===== src/rtl/ps2_pkg.sv =====
// ps2_pkg: shared definitions for the PS/2 Set-2 key decoder.
//   - prefix / control byte constants
//   - modifier scan codes
//   - prefix FSM state encoding
//   - decoded key event record
package ps2_pkg;

    localparam logic [7:0] PS2_EXT    = 8'hE0;
    localparam logic [7:0] PS2_BRK    = 8'hF0;
    localparam logic [7:0] PS2_BAT    = 8'hAA;
    localparam logic [7:0] PS2_ACK    = 8'hFA;
    localparam logic [7:0] PS2_ECHO   = 8'hEE;
    localparam logic [7:0] PS2_RESEND = 8'hFE;
    localparam logic [7:0] PS2_ERR0   = 8'h00;
    localparam logic [7:0] PS2_ERR1   = 8'hFF;

    localparam logic [7:0] LSHIFT = 8'h12;
    localparam logic [7:0] RSHIFT = 8'h59;
    localparam logic [7:0] CAPS   = 8'h58;

    typedef enum logic [1:0] {
        ST_IDLE    = 2'd0,
        ST_EXT     = 2'd1,
        ST_BRK     = 2'd2,
        ST_EXT_BRK = 2'd3
    } prefix_state_t;

    typedef struct packed {
        logic [7:0] code;
        logic       ext;
        logic       rel;
        logic [7:0] ascii;
    } key_event_t;

    // Keyboard status/error bytes that never belong to a key sequence.
    function automatic logic is_discard(input logic [7:0] b);
        return (b == PS2_ERR0) || (b == PS2_ERR1) || (b == PS2_BAT) ||
               (b == PS2_ACK)  || (b == PS2_ECHO) || (b == PS2_RESEND);
    endfunction

endpackage


===== src/rtl/ps2_ascii_lut.sv =====
// ps2_ascii_lut: combinational US-layout Set-2 scan code to ASCII map.
// Ports:
//   i_code  [7:0]  un-prefixed scan code
//   i_shift        either shift key held
//   i_caps         caps-lock toggle state
//   o_ascii [7:0]  translated character, 0x00 when the code is unmapped
module ps2_ascii_lut (
    input  logic [7:0] i_code,
    input  logic       i_shift,
    input  logic       i_caps,
    output logic [7:0] o_ascii
);

    logic [7:0] w_lower;    // lowercase letter, 0 if not a letter
    logic [7:0] w_base;     // unshifted glyph for non-letters
    logic [7:0] w_shifted;  // shifted glyph for non-letters

    always_comb begin
        w_lower = 8'h00;
        case (i_code)
            8'h1C: w_lower = 8'h61; 8'h32: w_lower = 8'h62; 8'h21: w_lower = 8'h63;
            8'h23: w_lower = 8'h64; 8'h24: w_lower = 8'h65; 8'h2B: w_lower = 8'h66;
            8'h34: w_lower = 8'h67; 8'h33: w_lower = 8'h68; 8'h43: w_lower = 8'h69;
            8'h3B: w_lower = 8'h6A; 8'h42: w_lower = 8'h6B; 8'h4B: w_lower = 8'h6C;
            8'h3A: w_lower = 8'h6D; 8'h31: w_lower = 8'h6E; 8'h44: w_lower = 8'h6F;
            8'h4D: w_lower = 8'h70; 8'h15: w_lower = 8'h71; 8'h2D: w_lower = 8'h72;
            8'h1B: w_lower = 8'h73; 8'h2C: w_lower = 8'h74; 8'h3C: w_lower = 8'h75;
            8'h2A: w_lower = 8'h76; 8'h1D: w_lower = 8'h77; 8'h22: w_lower = 8'h78;
            8'h35: w_lower = 8'h79; 8'h1A: w_lower = 8'h7A;
            default: w_lower = 8'h00;
        endcase
    end

    // Control keys carry the same value in both columns so shift has no effect.
    always_comb begin
        {w_base, w_shifted} = 16'h0000;
        case (i_code)
            8'h16: {w_base, w_shifted} = 16'h3121; 8'h1E: {w_base, w_shifted} = 16'h3240;
            8'h26: {w_base, w_shifted} = 16'h3323; 8'h25: {w_base, w_shifted} = 16'h3424;
            8'h2E: {w_base, w_shifted} = 16'h3525; 8'h36: {w_base, w_shifted} = 16'h365E;
            8'h3D: {w_base, w_shifted} = 16'h3726; 8'h3E: {w_base, w_shifted} = 16'h382A;
            8'h46: {w_base, w_shifted} = 16'h3928; 8'h45: {w_base, w_shifted} = 16'h3029;
            8'h0E: {w_base, w_shifted} = 16'h607E; 8'h4E: {w_base, w_shifted} = 16'h2D5F;
            8'h55: {w_base, w_shifted} = 16'h3D2B; 8'h54: {w_base, w_shifted} = 16'h5B7B;
            8'h5B: {w_base, w_shifted} = 16'h5D7D; 8'h5D: {w_base, w_shifted} = 16'h5C7C;
            8'h4C: {w_base, w_shifted} = 16'h3B3A; 8'h52: {w_base, w_shifted} = 16'h2722;
            8'h41: {w_base, w_shifted} = 16'h2C3C; 8'h49: {w_base, w_shifted} = 16'h2E3E;
            8'h4A: {w_base, w_shifted} = 16'h2F3F;
            8'h29: {w_base, w_shifted} = 16'h2020; 8'h5A: {w_base, w_shifted} = 16'h0D0D;
            8'h66: {w_base, w_shifted} = 16'h0808; 8'h0D: {w_base, w_shifted} = 16'h0909;
            8'h76: {w_base, w_shifted} = 16'h1B1B;
            default: {w_base, w_shifted} = 16'h0000;
        endcase
    end

    always_comb begin
        if (w_lower != 8'h00)
            o_ascii = (i_shift ^ i_caps) ? (w_lower - 8'h20) : w_lower;
        else
            o_ascii = i_shift ? w_shifted : w_base;
    end

endmodule


===== src/rtl/ps2_key_decoder.sv =====
// ps2_key_decoder: turns validated PS/2 Set-2 bytes into key events.
// Tracks E0/F0 prefixes, shift and caps-lock state, translates printable
// keys to ASCII and queues events in a first-word-fall-through FIFO.
// Ports:
//   clk, rst_n            clock, synchronous active-low reset
//   code_in, code_valid   byte stream from the receive stage
//   ev_valid/ev_ready     FIFO head handshake
//   ev_code/ext/release/ascii  head event fields (0 while empty)
//   shift_active, caps_lock    modifier state
//   overflow              sticky event-dropped flag
module ps2_key_decoder
    import ps2_pkg::*;
#(
    parameter int FIFO_DEPTH = 4
) (
    input  logic       clk,
    input  logic       rst_n,
    input  logic [7:0] code_in,
    input  logic       code_valid,
    output logic       ev_valid,
    input  logic       ev_ready,
    output logic [7:0] ev_code,
    output logic       ev_ext,
    output logic       ev_release,
    output logic [7:0] ev_ascii,
    output logic       shift_active,
    output logic       caps_lock,
    output logic       overflow
);

    localparam int PTR_W = $clog2(FIFO_DEPTH);
    localparam int CNT_W = PTR_W + 1;

    prefix_state_t r_state, w_state_next;
    logic          w_discard, w_emit, w_ext, w_rel;
    logic          r_lshift, r_rshift, r_caps, r_caps_held;
    logic          w_shift;
    logic [7:0]    w_lut_ascii;
    key_event_t    w_event, w_head;

    key_event_t       r_mem [FIFO_DEPTH];
    logic [PTR_W-1:0] r_wr_ptr, r_rd_ptr;
    logic [CNT_W-1:0] r_count;
    logic             r_overflow;
    logic             w_full, w_pop, w_push;

    assign w_discard = code_valid && is_discard(code_in);

    // Prefix FSM: state register
    always_ff @(posedge clk) begin
        if (!rst_n) r_state <= ST_IDLE;
        else        r_state <= w_state_next;
    end

    // Prefix FSM: next state
    always_comb begin
        w_state_next = r_state;
        if (w_discard) begin
            w_state_next = ST_IDLE;
        end else if (code_valid) begin
            case (r_state)
                ST_IDLE: begin
                    if (code_in == PS2_EXT)      w_state_next = ST_EXT;
                    else if (code_in == PS2_BRK) w_state_next = ST_BRK;
                    else                         w_state_next = ST_IDLE;
                end
                ST_EXT: begin
                    if (code_in == PS2_BRK)      w_state_next = ST_EXT_BRK;
                    else if (code_in == PS2_EXT) w_state_next = ST_EXT;
                    else                         w_state_next = ST_IDLE;
                end
                default: w_state_next = ST_IDLE;
            endcase
        end
    end

    // Prefix FSM: outputs (emit strobe and event flags)
    always_comb begin
        w_emit = 1'b0;
        w_ext  = 1'b0;
        w_rel  = 1'b0;
        if (code_valid && !w_discard) begin
            case (r_state)
                ST_IDLE: w_emit = (code_in != PS2_EXT) && (code_in != PS2_BRK);
                ST_EXT: begin
                    w_emit = (code_in != PS2_EXT) && (code_in != PS2_BRK);
                    w_ext  = 1'b1;
                end
                ST_BRK: begin
                    w_emit = 1'b1;
                    w_rel  = 1'b1;
                end
                default: begin
                    w_emit = 1'b1;
                    w_ext  = 1'b1;
                    w_rel  = 1'b1;
                end
            endcase
        end
    end

    // Modifiers: only non-extended codes count (E0 12 is not a shift key).
    // caps_held suppresses retoggling on typematic repeats of the caps key.
    always_ff @(posedge clk) begin
        if (!rst_n) begin
            r_lshift    <= 1'b0;
            r_rshift    <= 1'b0;
            r_caps      <= 1'b0;
            r_caps_held <= 1'b0;
        end else if (w_emit && !w_ext) begin
            case (code_in)
                LSHIFT: r_lshift <= !w_rel;
                RSHIFT: r_rshift <= !w_rel;
                CAPS: begin
                    if (w_rel) begin
                        r_caps_held <= 1'b0;
                    end else begin
                        if (!r_caps_held) r_caps <= !r_caps;
                        r_caps_held <= 1'b1;
                    end
                end
                default: ;
            endcase
        end
    end

    assign w_shift = r_lshift | r_rshift;

    // ASCII uses modifier state from before this byte.
    ps2_ascii_lut u_lut (
        .i_code  (code_in),
        .i_shift (w_shift),
        .i_caps  (r_caps),
        .o_ascii (w_lut_ascii)
    );

    always_comb begin
        w_event.code  = code_in;
        w_event.ext   = w_ext;
        w_event.rel   = w_rel;
        w_event.ascii = (w_ext || w_rel) ? 8'h00 : w_lut_ascii;
    end

    // Event FIFO; a pop frees a slot in the same cycle so push-while-full
    // with a pop is accepted.
    assign w_full = (r_count == CNT_W'(FIFO_DEPTH));
    assign w_pop  = (r_count != '0) && ev_ready;
    assign w_push = w_emit && (!w_full || w_pop);

    always_ff @(posedge clk) begin
        if (w_push) r_mem[r_wr_ptr] <= w_event;
    end

    always_ff @(posedge clk) begin
        if (!rst_n) begin
            r_wr_ptr   <= '0;
            r_rd_ptr   <= '0;
            r_count    <= '0;
            r_overflow <= 1'b0;
        end else begin
            if (w_push) r_wr_ptr <= r_wr_ptr + 1'b1;
            if (w_pop)  r_rd_ptr <= r_rd_ptr + 1'b1;
            case ({w_push, w_pop})
                2'b10:   r_count <= r_count + 1'b1;
                2'b01:   r_count <= r_count - 1'b1;
                default: r_count <= r_count;
            endcase
            if (w_emit && w_full && !w_pop) r_overflow <= 1'b1;
        end
    end

    // Head fields are masked while empty so stale storage never shows.
    assign w_head       = r_mem[r_rd_ptr];
    assign ev_valid     = (r_count != '0);
    assign ev_code      = ev_valid ? w_head.code  : 8'h00;
    assign ev_ext       = ev_valid ? w_head.ext   : 1'b0;
    assign ev_release   = ev_valid ? w_head.rel   : 1'b0;
    assign ev_ascii     = ev_valid ? w_head.ascii : 8'h00;
    assign shift_active = w_shift;
    assign caps_lock    = r_caps;
    assign overflow     = r_overflow;

endmodule


===== config.mk =====
export PLATFORM = sky130hd
export DESIGN_NAME = ps2_key_decoder
export DESIGN_NICKNAME = d
export VERILOG_FILES = /design/src/rtl/ps2_pkg.sv /design/src/rtl/ps2_ascii_lut.sv /design/src/rtl/ps2_key_decoder.sv
export SDC_FILE = /design/constraint.sdc
export NUM_CORES = 1
export LEC_CHECK = 0
export ABC_AREA = 1
export CORE_UTILIZATION = 45
export DETAILED_ROUTE_END_ITERATION = 16
export GPL_TIMING_DRIVEN = 0
export PLACE_DENSITY = 0.7
export SYNTH_ARGS = -nofsm -noshare
export SYNTH_HDL_FRONTEND = slang
export SYNTH_HIERARCHICAL = 1
export SYNTH_SLANG_ARGS = --single-unit

===== constraint.sdc =====
create_clock -name clk -period 2.65 [get_ports clk]
set_input_delay 0.3975 -clock clk [delete_from_list [all_inputs] [get_ports clk]]
set_output_delay 0.3975 -clock clk [all_outputs]
set_load 0.005 [all_outputs]

==> impl_metrics.json <==
{
  "outcome": "finished, final reports clean",
  "drv_cap": 0,
  "cts_buffers": 9,
  "worstSkewPairLatency_ns": 0.33,
  "track_usage_pct": 22.8,
  "ys_ff_latch": 88,
  "power_switching_share_pct": 31.7,
  "fin_crit_ns": 2.53,
  "setup_slack_ns": 0.116,
  "p_seq_share_pct": 38.6,
  "ys_seq_area_share_pct": 46.9,
  "synth_cells": 676,
  "synth-compound-area-share_pct": 13.8,
  "rsz0062_at_grt": "no",
  "final_core_util_pct": 54.1,
  "grt_pass1_vias": 4542,
  "drc": 0,
  "clock_sink_count": 88,
  "cp.arrival_ns": 2.14,
  "final-hold-violation-count": 0,
  "n_antenna_cell": 0,
  "slew_violations": 0,
  "wl_um": 13600,
  "max_slew.worst_pin.slew_ns": 0.647,
  "ctsHoldBuffers": 0,
  "io_buffers": 33,
  "avgSynthCellArea_um2": 7.82,
  "min_path_type": "in -> reg",
  "synthXorXnorAreaFrac_pct": 0.166,
  "cp.required_ns": 2.25,
  "p_clk_share_pct": 27.3,
  "die_area_um2": 12200,
  "h-tree-depth": 3,
  "die_h_um": 110,
  "critPathMaxStageDelay_ns": 0.53,
  "ant_nets": 0,
  "synthArstFlopShare_pct": 0,
  "power_frac_comb_pct": 34.1,
  "grt-ovfl-total": 0,
  "multi_input_area_um2": 2470,
  "critPathKind": "reg -> out",
  "p_int_uw": 2930,
  "setup_viol": 0,
  "synth_top_family_by_area": "simple AND/OR/NAND/NOR gates",
  "crit_slowest_cell": "clkdlybuf4s50_1",
  "power.switching_uw": 1360,
  "core_area_um2": 11400,
  "start_util_pct": 46.3,
  "synthAdderAreaFrac_pct": 3.69,
  "post-place-ws_ns": -1.02,
  "dpl.hpwl_um": 10000,
  "via_per_inst": 5.45,
  "grt_pass1_wl_um": 22200,
  "synth-main-ff-cell": "edfxtp_1",
  "syn-num-nets": 703,
  "max_slew_margin_pct": 56.8,
  "vias": 4757,
  "instances_no_fill": 873,
  "synth.distinct_cells": 42,
  "regArea_um2": 2480,
  "syn_area_um2": 5290,
  "fin_nets": 752,
  "first_pass_iters": 4,
  "yosysWarnings": 6,
  "grt_max_degree": 16,
  "wire_per_inst_um": 15.5,
  "synth_edf_count": 72,
  "synth-simple-area-share_pct": 28.4,
  "dp.cells": 856,
  "cts_root_buf": "clkbuf_16",
  "critPathMaxFanout": 10,
  "synthMuxAreaShare_pct": 0,
  "tns_ns": 0,
  "tritoncts": "done",
  "p_leak_uw": 0.00253,
  "area_growth_pct": 16.7,
  "power-per-cell-area_nw_per_um2": 695,
  "peakVddDrop_mv": 0.618,
  "crit_chain": "buf_4, clkinv_4, clkbuf_4, nor2_1, o21ai_0, a21oi_1, clkdlybuf4s50_1",
  "dr.first_iter.drc_count": 330,
  "die_w_um": 110,
  "fin_crit_sh_pct": 95.6,
  "gp_congestion": 0.903,
  "cts.clk_slew.worst_paths_ns": 0.06,
  "skew_ns": 0.00944,
  "fmax_ghz": 0.395,
  "antenna_found_initial": 0,
  "drive_gt1_share_pct": 13.2,
  "cp-start-kind": "flop",
  "final.fill_count": 1104,
  "io_pins": 34,
  "rows": 39,
  "clock_path_buffers": 2,
  "endpoint_kind": "output port"
}
==> metal layers <==
layer	vias up	track usage [%]	wire length [um]
li1	2361	-	-
met1	2187	28.5	5850
met2	181	39.0	6670
met3	28	2.85	673
met4	0	11.1	368
met5	-	0	0
==> synth_stat cells (4+ instances only) <==
| library cell | n | share of area [%] |
|---|---|---|
| nand2_1 | 132 | 9.4 |
| nor2_1 | 124 | 8.8 |
| edfxtp_1 | 72 | 41 |
| o21ai_0 | 57 | 5.4 |
| a21oi_1 | 55 | 5.2 |
| inv_1 | 54 | 3.8 |
| nand3_1 | 48 | 4.5 |
| dfxtp_1 | 16 | 6.1 |
| ha_1 | 14 | 3.3 |
| clkbuf_1 | 11 | 0.78 |
| buf_2 | 10 | 0.95 |
| nand2_2 | 10 | 1.2 |
| nor3_1 | 8 | 0.76 |
| o21ai_1 | 7 | 0.66 |
| inv_2 | 6 | 0.43 |
| nand4_1 | 6 | 0.71 |
| o211ai_1 | 6 | 0.85 |
| nor2_4 | 5 | 1.1 |
| buf_1 | 4 | 0.28 |
| nand3_2 | 4 | 0.76 |
==> worst paths after layout <==
check                                start            to  slack (ns)  cells after the start
worst max-delay path                  flop    ev_code[4]        0.12                      7
worst min register to register    r_rshift      r_rshift        0.46                      2
worst max register to register  r_count[1]    r_count[2]        0.33                     11
worst min-delay path            code_in[7]  r_mem[0][17]        0.40                      1
==> area by class of cell <==
type	count	area share, %
well taps	143	2.90
plain buffers	27	2.41
clock inverters	3	0.426
flip-flops and latches	88	40.2
inverters	64	4.07
clock buffers	13	4.21
multi-input cells	497	40.0
repair buffers	38	5.80
==> state kept, by name (all words and copies together) (netlist names), 2 cells and up, named ones only <==
register / count
r_mem: 72
r_count: 3
r_rd_ptr: 2
r_state: 2
r_wr_ptr: 2
==> power groups by stage <==
| stage | Clock [uW] | Sequential, uW | Combinational [uW] |
|---|---|---|---|
| detailed placement | 0 | 1680 | 1410 |
| global placement | 0 | 1680 | 1360 |
| CTS | 1190 | 1650 | 1430 |
| floorplan | 0 | 1680 | 766 |
| global route | 1240 | 1660 | 1620 |
| finish | 1170 | 1650 | 1460 |
==> repair_timing <==
action / in CTS / in global routing
pin swaps: 0 / 0
gates resized for setup: 30 / 30
endpoints found under the setup margin: 95 / 76
cloned: 0 / 0
buffers inserted: 0 / 1
==> cells in the final DEF (no fill, tap or decap), types with 4 or more instances in the layout <==
cell	n
buf_4	4
nand3_2	4
nor2_2	10
clkbuf_2	7
nand3_1	48
clkinv_4	4
nor2_1	116
nor3_1	8
nand4_1	6
ha_1	13
clkbuf_16	9
clkbuf_1	7
nand2_2	13
o21ai_1	7
dfxtp_1	16
nand2_1	129
inv_2	6
clkdlybuf4s50_1	25
nor2_4	5
o211ai_1	6
clkbuf_4	4
buf_2	13
inv_1	54
edfxtp_1	72
a21oi_1	55
o21ai_0	57
==> worst max-delay path: cells and delay by family, from the launching register on <==
| family | cells | cell delay [ns] |
|---|---|---|
| buffers and inverters | 4 | 1.05 |
| and+or+nand+nor | 1 | 0.14 |
| AOI/OAI and AO/OA | 2 | 0.28 |
| DFF | 1 | 0.33 |
==> kinds of logic (layout without fill, tap and decap cells) <==
logic type | count (synthesis) | after routing
AOI/OAI and AO/OA | 136 | 136
DFF | 88 | 88
and+or+nand+nor | 345 | 345
xor gates and xnor gates | 1 | 1
adders and majority gates | 15 | 15
buffers and inverters | 91 | 145
==> metrics by stage <==
step                total power, uW  hold WS, ns  cell area (um2)
floorplan                      2440        0.434             5290
global placement               3040        0.444             5800
detailed placement             3090        0.459             5860
CTS                            4270        0.469             6170
global route                   4520        0.388             6170
finish                         4290        0.403             6170
Note: power is estimated with default switching activity, not from simulation.
